--- src/rtl/tlc_lamp_monitor.sv ---
// Lamp decoder and safety monitor for the 10-state intersection controller.
// Optional stuck-input watchdog (fault code 5) is built only when TLC_MON_WDOG_EN is defined.
module tlc_lamp_monitor #(
   parameter int MIN_YEL_CYC = 3,
   parameter int WDOG_CYC    = 15,
   parameter int FLASH_HALF  = 1
) (
   input  logic       clk,
   input  logic       rst,
   input  logic [1:0] light_M1,
   input  logic [1:0] light_M2,
   input  logic [1:0] light_M3,
   input  logic [1:0] light_M4,
   input  logic [1:0] light_R,
   input  logic [1:0] light_S,
   input  logic       fault_clr,
   output logic [2:0] lamp_M1,
   output logic [2:0] lamp_M2,
   output logic [2:0] lamp_M3,
   output logic [2:0] lamp_M4,
   output logic [2:0] lamp_R,
   output logic [2:0] lamp_S,
   output logic       fault,
   output logic [2:0] fault_code,
   output logic       flash
);

   if (MIN_YEL_CYC < 1 || MIN_YEL_CYC > 15) begin : g_bad_min_yel
      $error("tlc_lamp_monitor: MIN_YEL_CYC must be 1..15");
   end
   if (WDOG_CYC < 2 || WDOG_CYC > 255) begin : g_bad_wdog
      $error("tlc_lamp_monitor: WDOG_CYC must be 2..255");
   end
   if (FLASH_HALF < 1 || FLASH_HALF > 15) begin : g_bad_flash
      $error("tlc_lamp_monitor: FLASH_HALF must be 1..15");
   end

   localparam int YW = $clog2(MIN_YEL_CYC + 1);
   localparam int FW = $clog2(FLASH_HALF + 1);
   localparam logic [YW-1:0] YEL_MAX   = YW'(MIN_YEL_CYC);
   localparam logic [FW-1:0] FLASH_MAX = FW'(FLASH_HALF);

   localparam logic [1:0] C_RED = 2'b00;
   localparam logic [1:0] C_YEL = 2'b01;
   localparam logic [1:0] C_GRN = 2'b10;
   localparam logic [1:0] C_BAD = 2'b11;

   localparam logic [2:0] LAMP_RED = 3'b100;
   localparam logic [2:0] LAMP_YEL = 3'b010;
   localparam logic [2:0] LAMP_GRN = 3'b001;

   // Bit order of approach masks: 0=M1, 1=M2, 2=M3, 3=M4, 4=R, 5=S.
   localparam logic [5:0] GRP_M1M2 = 6'b000011;
   localparam logic [5:0] GRP_M1M3 = 6'b000101;
   localparam logic [5:0] GRP_M2M4 = 6'b001010;
   localparam logic [5:0] GRP_R    = 6'b010000;
   localparam logic [5:0] GRP_S    = 6'b100000;

   typedef enum logic {
      MODE_NORMAL = 1'b0,
      MODE_FAULT  = 1'b1
   } mode_e;

   logic [5:0][1:0]    light_in;
   mode_e              mode_q, mode_d;
   logic [2:0]         code_q, code_d;
   logic               flash_q, flash_d;
   logic [FW-1:0]      div_q, div_d;
   logic [5:0][1:0]    prev_q, prev_d;
   logic [5:0][2:0]    lamp_q, lamp_d;
   logic [5:0][YW-1:0] yel_q, yel_d;

   logic [5:0] active, bad_code, bad_seq, short_yel;
   logic       mask_ok;
   logic       stuck;
   logic [2:0] viol_code;

   assign light_in = {light_S, light_R, light_M4, light_M3, light_M2, light_M1};

   always_comb begin
      active    = '0;
      bad_code  = '0;
      bad_seq   = '0;
      short_yel = '0;
      for (int i = 0; i < 6; i++) begin
         active[i]    = (light_in[i] == C_GRN) || (light_in[i] == C_YEL);
         bad_code[i]  = (light_in[i] == C_BAD);
         bad_seq[i]   = !((light_in[i] == prev_q[i]) ||
                          (prev_q[i] == C_RED && light_in[i] == C_GRN) ||
                          (prev_q[i] == C_GRN && light_in[i] == C_YEL) ||
                          (prev_q[i] == C_YEL && light_in[i] == C_RED));
         short_yel[i] = (prev_q[i] == C_YEL) && (light_in[i] == C_RED) &&
                        (yel_q[i] < YEL_MAX);
      end
      mask_ok = ((active & ~GRP_M1M2) == 6'b0) || ((active & ~GRP_M1M3) == 6'b0) ||
                ((active & ~GRP_M2M4) == 6'b0) || ((active & ~GRP_R) == 6'b0) ||
                ((active & ~GRP_S) == 6'b0);
   end

`ifdef TLC_MON_WDOG_EN
   localparam int WW = $clog2(WDOG_CYC + 1);
   localparam logic [WW-1:0] WDOG_MAX = WW'(WDOG_CYC);

   logic [WW-1:0] wdog_q, wdog_d;
   logic          same_in;

   // The sample that would bring the unchanged-run count up to WDOG_CYC is the stuck one.
   assign same_in = (light_in == prev_q);
   assign stuck   = same_in && (wdog_q >= WDOG_MAX - WW'(1));

   always_comb begin
      wdog_d = '0;
      if (mode_q == MODE_NORMAL && viol_code == 3'd0 && same_in)
         wdog_d = (wdog_q == WDOG_MAX) ? wdog_q : wdog_q + 1'b1;
   end

   always_ff @(posedge clk or posedge rst) begin
      if (rst) wdog_q <= '0;
      else     wdog_q <= wdog_d;
   end
`else
   assign stuck = 1'b0;
`endif

   // Lowest code wins when several violations coincide.
   always_comb begin
      viol_code = 3'd0;
      if (|bad_code)       viol_code = 3'd1;
      else if (!mask_ok)   viol_code = 3'd2;
      else if (|bad_seq)   viol_code = 3'd3;
      else if (|short_yel) viol_code = 3'd4;
      else if (stuck)      viol_code = 3'd5;
   end

   always_comb begin
      mode_d  = mode_q;
      code_d  = code_q;
      flash_d = flash_q;
      div_d   = div_q;
      prev_d  = light_in;
      lamp_d  = lamp_q;
      yel_d   = '0;
      if (mode_q == MODE_FAULT) begin
         if (fault_clr && light_in == '0) begin
            mode_d  = MODE_NORMAL;
            code_d  = 3'd0;
            flash_d = 1'b0;
            div_d   = '0;
            lamp_d  = {6{LAMP_RED}};
         end else begin
            if (div_q == FLASH_MAX - FW'(1)) begin
               div_d   = '0;
               flash_d = !flash_q;
            end else begin
               div_d = div_q + 1'b1;
            end
            lamp_d = {6{flash_d, 2'b00}};
         end
      end else if (viol_code != 3'd0) begin
         mode_d  = MODE_FAULT;
         code_d  = viol_code;
         flash_d = 1'b1;
         div_d   = '0;
         lamp_d  = {6{LAMP_RED}};
      end else begin
         for (int i = 0; i < 6; i++) begin
            case (light_in[i])
               C_GRN:   lamp_d[i] = LAMP_GRN;
               C_YEL:   lamp_d[i] = LAMP_YEL;
               default: lamp_d[i] = LAMP_RED;
            endcase
            if (light_in[i] == C_YEL)
               yel_d[i] = (yel_q[i] == YEL_MAX) ? yel_q[i] : yel_q[i] + 1'b1;
         end
      end
   end

   always_ff @(posedge clk or posedge rst) begin
      if (rst) begin
         mode_q  <= MODE_NORMAL;
         code_q  <= 3'd0;
         flash_q <= 1'b0;
         div_q   <= '0;
         prev_q  <= '0;
         lamp_q  <= {6{LAMP_RED}};
         yel_q   <= '0;
      end else begin
         mode_q  <= mode_d;
         code_q  <= code_d;
         flash_q <= flash_d;
         div_q   <= div_d;
         prev_q  <= prev_d;
         lamp_q  <= lamp_d;
         yel_q   <= yel_d;
      end
   end

   assign lamp_M1    = lamp_q[0];
   assign lamp_M2    = lamp_q[1];
   assign lamp_M3    = lamp_q[2];
   assign lamp_M4    = lamp_q[3];
   assign lamp_R     = lamp_q[4];
   assign lamp_S     = lamp_q[5];
   assign fault      = (mode_q == MODE_FAULT);
   assign fault_code = code_q;
   assign flash      = flash_q;

endmodule

--- config.mk ---
export PLATFORM = sky130hd
export DESIGN_NAME = tlc_lamp_monitor
export DESIGN_NICKNAME = d
export VERILOG_FILES = /design/src/rtl/tlc_lamp_monitor.sv
export SDC_FILE = /design/constraint.sdc
export NUM_CORES = 1
export LEC_CHECK = 0
export CAP_MARGIN = 5
export CORE_ASPECT_RATIO = 0.8
export CORE_UTILIZATION = 48
export DETAILED_ROUTE_END_ITERATION = 10
export PLACE_DENSITY_LB_ADDON = 0.3
export REMOVE_ABC_BUFFERS = 1
export SLEW_MARGIN = 0
export SYNTH_ARGS = -nofsm -noshare
export SYNTH_HDL_FRONTEND = slang
export SYNTH_SLANG_ARGS = --single-unit
--- constraint.sdc ---
create_clock -name clk -period 1.8 [get_ports clk]
set_input_delay 0.36 -clock clk [delete_from_list [all_inputs] [get_ports clk]]
set_output_delay 0.36 -clock clk [all_outputs]
set_load 0.02 [all_outputs]
==> results, run 1 <==
- The flow ran to the end, but the final reports show violations.
- The final reports fail on negative setup slack.
- The total routed wire length on the met1 layer is 3.053 mm.
- The adder and majority cell fraction of the synthesized area is 0.1565.
- Setup slack on the critical path of the routed design comes to -0.3312 ns.
- The critical path class is flip-flop to flip-flop.
- The wire-length estimate of the detail-placed layout is 4.512 mm.
- Wires add up to 7.251 mm.
- The via total after detailed routing is 2,154.
- The top flip-flop cell by instance count after synthesis is sky130_fd_sc_hd__dfrtp_1.
- Counting flops with an async set or reset pin after synthesis yields a share of 1.000.
- Of the cells placed in the final design, the portion with a size suffix greater than 1 is 0.4971.
- The via count of the first global-routing pass is 2,401.
- The worst relative slew slack is 0.7381.
- The I/O pin count is 38.
- In this run the number of H-tree levels came out at 2.
- During placement, the flow inserted port buffers numbering 37.
- The endpoint identified for the worst register-to-register timing path is yel_q[6].
- In the layout the commonest cells are sky130_fd_sc_hd__buf_4 (75), sky130_fd_sc_hd__dfrtp_1 (41), sky130_fd_sc_hd__ha_1 (23), sky130_fd_sc_hd__clkdlybuf4s50_1 (19), sky130_fd_sc_hd__o22ai_1 (15).
- The number of nets in the final layout is 385.
- The most numerous cell type found on the critical path is sky130_fd_sc_hd__and2_4.
- The total power is 2.525 mW.
- The sum of met2 wire segment lengths after detailed routing is 3.544 mm.
- The final estimated routing congestion in global placement is 0.8620.
- The aggregate negative setup slack is -9.702 ns.
- The worst hold path passes through 2 cells.
- The register bit total from synthesis is 47.
- For this configuration, the core starts out at a cell density of 0.5205.
- The initial antenna violation count is 0.
- The capturing element type of the critical path is a flip-flop.
- The number of hold violations in the final report came to 0.
- The share of the synthesized area in compound gates (AO/OA/AOI/OAI) is 0.08026.
- The TritonCTS sink count is 47.
- Yosys printed 0 warnings.
- For the finished layout, the period the worst path requires is 2.131 ns.
- Counting both buffers and inverters, the worst setup path holds a total of 1.
- Before CTS, the worst setup slack after placement is -1.216 ns.
- Setup repair after global routing could not meet its margin everywhere.
- The relative area change from synthesis to final layout is 61.74%.
- The count of TritonRoute iterations in the first routing pass is 4.
- The number of enable-type register cells in the synthesized netlist is 0.
- The placed instance area is 3476 um^2.
- The final cycle utilization of the critical path is 1.184.
- The endpoint arrival time on the critical path is 2.34 ns.
- The count of unresolved DRC violations after routing is 0.
- The slack of the worst reg-to-reg path is -0.33 ns.
- Signal routing reaches up to met4.
- The largest individual stage delay along the critical path comes from the cell sky130_fd_sc_hd__or4bb_4.
- The total area inside the core boundary comes to 4762 um^2.
- The die is 66.28 um tall.
- The total track usage is 0.3004.
- The synthesized netlist contains 36 unique library cells.
- On the final layout, the worst clock skew is 0.007928 ns.
- The repair_antennas step left the layout with diodes totalling 0.
- After detailed routing, the average wire length per cell comes to 18.13 um.
- The stage delay of the slowest cell on the critical path is 0.57 ns.
- Dividing the detail-routed via count by the number of cells gives 5.385.
- For the pin with the worst max-slew slack, the measured transition is 0.3899 ns.
- Counting cells, the worst reg-to-reg path comes to 8.
- Entering global routing, the biggest net connects 21 pins.
- The leakage power figure is 1.969 nW.
- The final cell area excluding filler cells is 4009 um^2.
- After clock tree synthesis, the clock-pin slew on the worst setup and hold paths is 0.09 ns.
- In this run the worst hold path is classified as primary input to flip-flop.
- On the critical path the largest part of the delay comes from simple AND/OR/NAND/NOR gates.
- The source of the worst hold timing path is light_M4[0].
- The basic-gate share of the synthesized area counting and, or, nand and nor cells is 0.1393.
- The final hold slack is 0.2855 ns.
- The total overflow left after global routing is 0.
- The standard-cell row count is 22.
- The number of failing setup endpoints in the final timing report is 35.
- The number of pins with negative max-slew slack in the final report is 0.
- The root buffer cell is sky130_fd_sc_hd__clkbuf_8.
- The critical path goes through ha_2 > or4bb_4 > o31ai_4 > nor4_4 > and2_4 > buf_8 > and3_4 > and2_4.
- The die width is 82.34 um.
- The count of hold-fix buffers inserted at cts is 0.
- The launching point of the worst reg2reg path is yel_q[10].
- The buffer depth of the longest clock path is 2.
- The DRC violation total after the first TritonRoute iteration is 70.
- Of all nets on the critical path, the largest fanout is 6.
- The first-pass GRT wire length is 11.65 mm.
- A synthesized cell averages 11.53 um^2.
- The remaining antenna violation count after routing is 0.
- Dividing total power by cell area gives a power density of 629.9 nW/um^2.
- The post-synthesis share of cell area spent on xor and xnor gates is 0.06360.
- Based on the critical path, the design can be clocked at up to 469.2 MHz.
- TritonCTS built the clock tree.
- The portion of synthesized area spent on multiplexers is 0.04897.
- The share of the Yosys chip area taken by registers is 0.4775.
- The instance count of the mapped netlist is 215.
- The number of buffers inserted during clock tree synthesis is 5.
- For hold timing, the worst endpoint is prev_q[6].
- Clock latency on the worst-skew pair, taken at its later pin, is 0.31 ns.
- The count of maximum capacitance violations is 0.
- The dominant combinational cell family by area after synthesis is adder cells.
- VDD sags by at most 0.0005774 V.
- The amount of wire on met3 after detailed routing is 354 um.
- The launching element type of the critical path is a flip-flop.
- After synthesis the cells add up to 2479 um^2.
- For the worst setup path, the data required time is 2.01 ns.
- The library cell used most frequently in the layout, excluding fill and tap cells, is sky130_fd_sc_hd__buf_4.
- The overall die area is 5457 um^2.
## cell families (layout without fill, tap and decap cells)
| family | after synthesis | in the layout |
|---|---|---|
| AO/OA/AOI/OAI | 30 | 30 |
| XOR/XNOR | 18 | 18 |
| adder cells (fa/ha/maj) | 31 | 31 |
| buffers and inverters | 21 | 146 |
| flip-flops | 47 | 47 |
| multiplexers | 12 | 12 |
| AND/OR/NAND/NOR | 56 | 56 |
## synthesized netlist by cell type, types with 2 or more instances
master                     instances  area [um^2]
sky130_fd_sc_hd__nor2_1            9        33.78
sky130_fd_sc_hd__mux2i_1          11        110.1
sky130_fd_sc_hd__xnor2_1           6        52.55
sky130_fd_sc_hd__xor2_1           12        105.1
sky130_fd_sc_hd__dfstp_2           6        157.7
sky130_fd_sc_hd__and2_1            8        50.05
sky130_fd_sc_hd__nor4_1            2        12.51
sky130_fd_sc_hd__o31ai_1           2        15.01
sky130_fd_sc_hd__or4_1             2        15.01
sky130_fd_sc_hd__and3_1           14        87.58
sky130_fd_sc_hd__inv_1            16        60.06
sky130_fd_sc_hd__or4bb_1           2        22.52
sky130_fd_sc_hd__a21oi_1           2        10.01
sky130_fd_sc_hd__clkbuf_1          2        7.510
sky130_fd_sc_hd__nand2_1           5        18.77
sky130_fd_sc_hd__o22ai_1          17        106.4
sky130_fd_sc_hd__o21ai_0           3        15.01
sky130_fd_sc_hd__dfrtp_1          41         1026
sky130_fd_sc_hd__nor3_1            3        15.01
sky130_fd_sc_hd__nor2b_1           5        31.28
sky130_fd_sc_hd__and3b_1           2        17.52
sky130_fd_sc_hd__ha_1             31        387.9
## registers in the layout (all words and copies together), names as in the netlist
name        cells
lamp_M4         3
fault           1
prev_q         12
flash           1
lamp_M2         3
yel_q          12
fault_code      3
lamp_M3         3
lamp_R          3
lamp_S          3
lamp_M1         3
## how the worst max path moves through the flow
stage	from	endpoint	slack, ns	cells after the start
final	yel_q[10]	yel_q[6]	-0.33	8
after floorplan	light_M4[0]	yel_q[10]	-0.61	8
after detailed placement	light_M3[0]	yel_q[7]	-1.22	10
after CTS	light_M3[1]	yel_q[11]	-0.25	10
after global placement	light_M3[0]	yel_q[1]	-1.04	10
after global routing	light_M1[0]	flash	-0.41	10
## metal layers
layer	GRT usage	up-vias
met1	0.3483	1050
met2	0.5124	76
li1	-	998
met4	0.1491	0
met5	0	-
met3	0.07448	30
## timing repair
item / CTS / global route
buffers inserted: 10 / 2
gates cloned: 2 / 0
endpoints found under the hold margin: 0 / 0
resized for setup: 113 / 15
pin swaps: 26 / 8
setup endpoints to repair: 39 / 37
## worst reg2reg max path, stage by stage (launching register included)
cell,delay [ns]
sky130_fd_sc_hd__dfrtp_1,0.40
sky130_fd_sc_hd__ha_2,0.21
sky130_fd_sc_hd__or4bb_4,0.57
sky130_fd_sc_hd__o31ai_4,0.09
sky130_fd_sc_hd__nor4_4,0.08
sky130_fd_sc_hd__and2_4,0.20
sky130_fd_sc_hd__buf_8,0.14
sky130_fd_sc_hd__and3_4,0.20
sky130_fd_sc_hd__and2_4,0.14
## per-stage QoR
stage	cells	util
finish	400	0.8418
global route	400	0.8418
CTS	400	0.8303
detailed placement	382	0.7299
global placement	382	0.7299
floorplan	210	-
## report_power, final
| group | switching, mW | leakage, nW | internal (mW) |
|---|---|---|---|
| sequential | 0.0321 | 0.600 | 1.12 |
| combinational | 0.285 | 1.31 | 0.273 |
| clock | 0.364 | 0.0612 | 0.449 |
| total | 0.681 | 1.97 | 1.84 |
## area by class of cell
type,count,area [um^2]
well taps,60,75.07
clock inverters,2,35.03
inverters,16,65.06
clock buffers,6,82.58
multi-input cells,147,1510
fillers,240,753.2
repair buffers,122,1057
flip-flops and latches,47,1184
Note: power is estimated with default switching activity, not from simulation.
==> run 2, diff against run 1 <==
--- a/config.mk
+++ b/config.mk
@@ -11,7 +11,7 @@
 export DETAILED_ROUTE_END_ITERATION = 10
 export PLACE_DENSITY_LB_ADDON = 0.3
 export REMOVE_ABC_BUFFERS = 1
-export SLEW_MARGIN = 0
+export SLEW_MARGIN = 30
 export SYNTH_ARGS = -nofsm -noshare
 export SYNTH_HDL_FRONTEND = slang
 export SYNTH_SLANG_ARGS = --single-unit
==> results of run 2 <==
No change in the layout: final DEF, timing and power equal those of run 1.
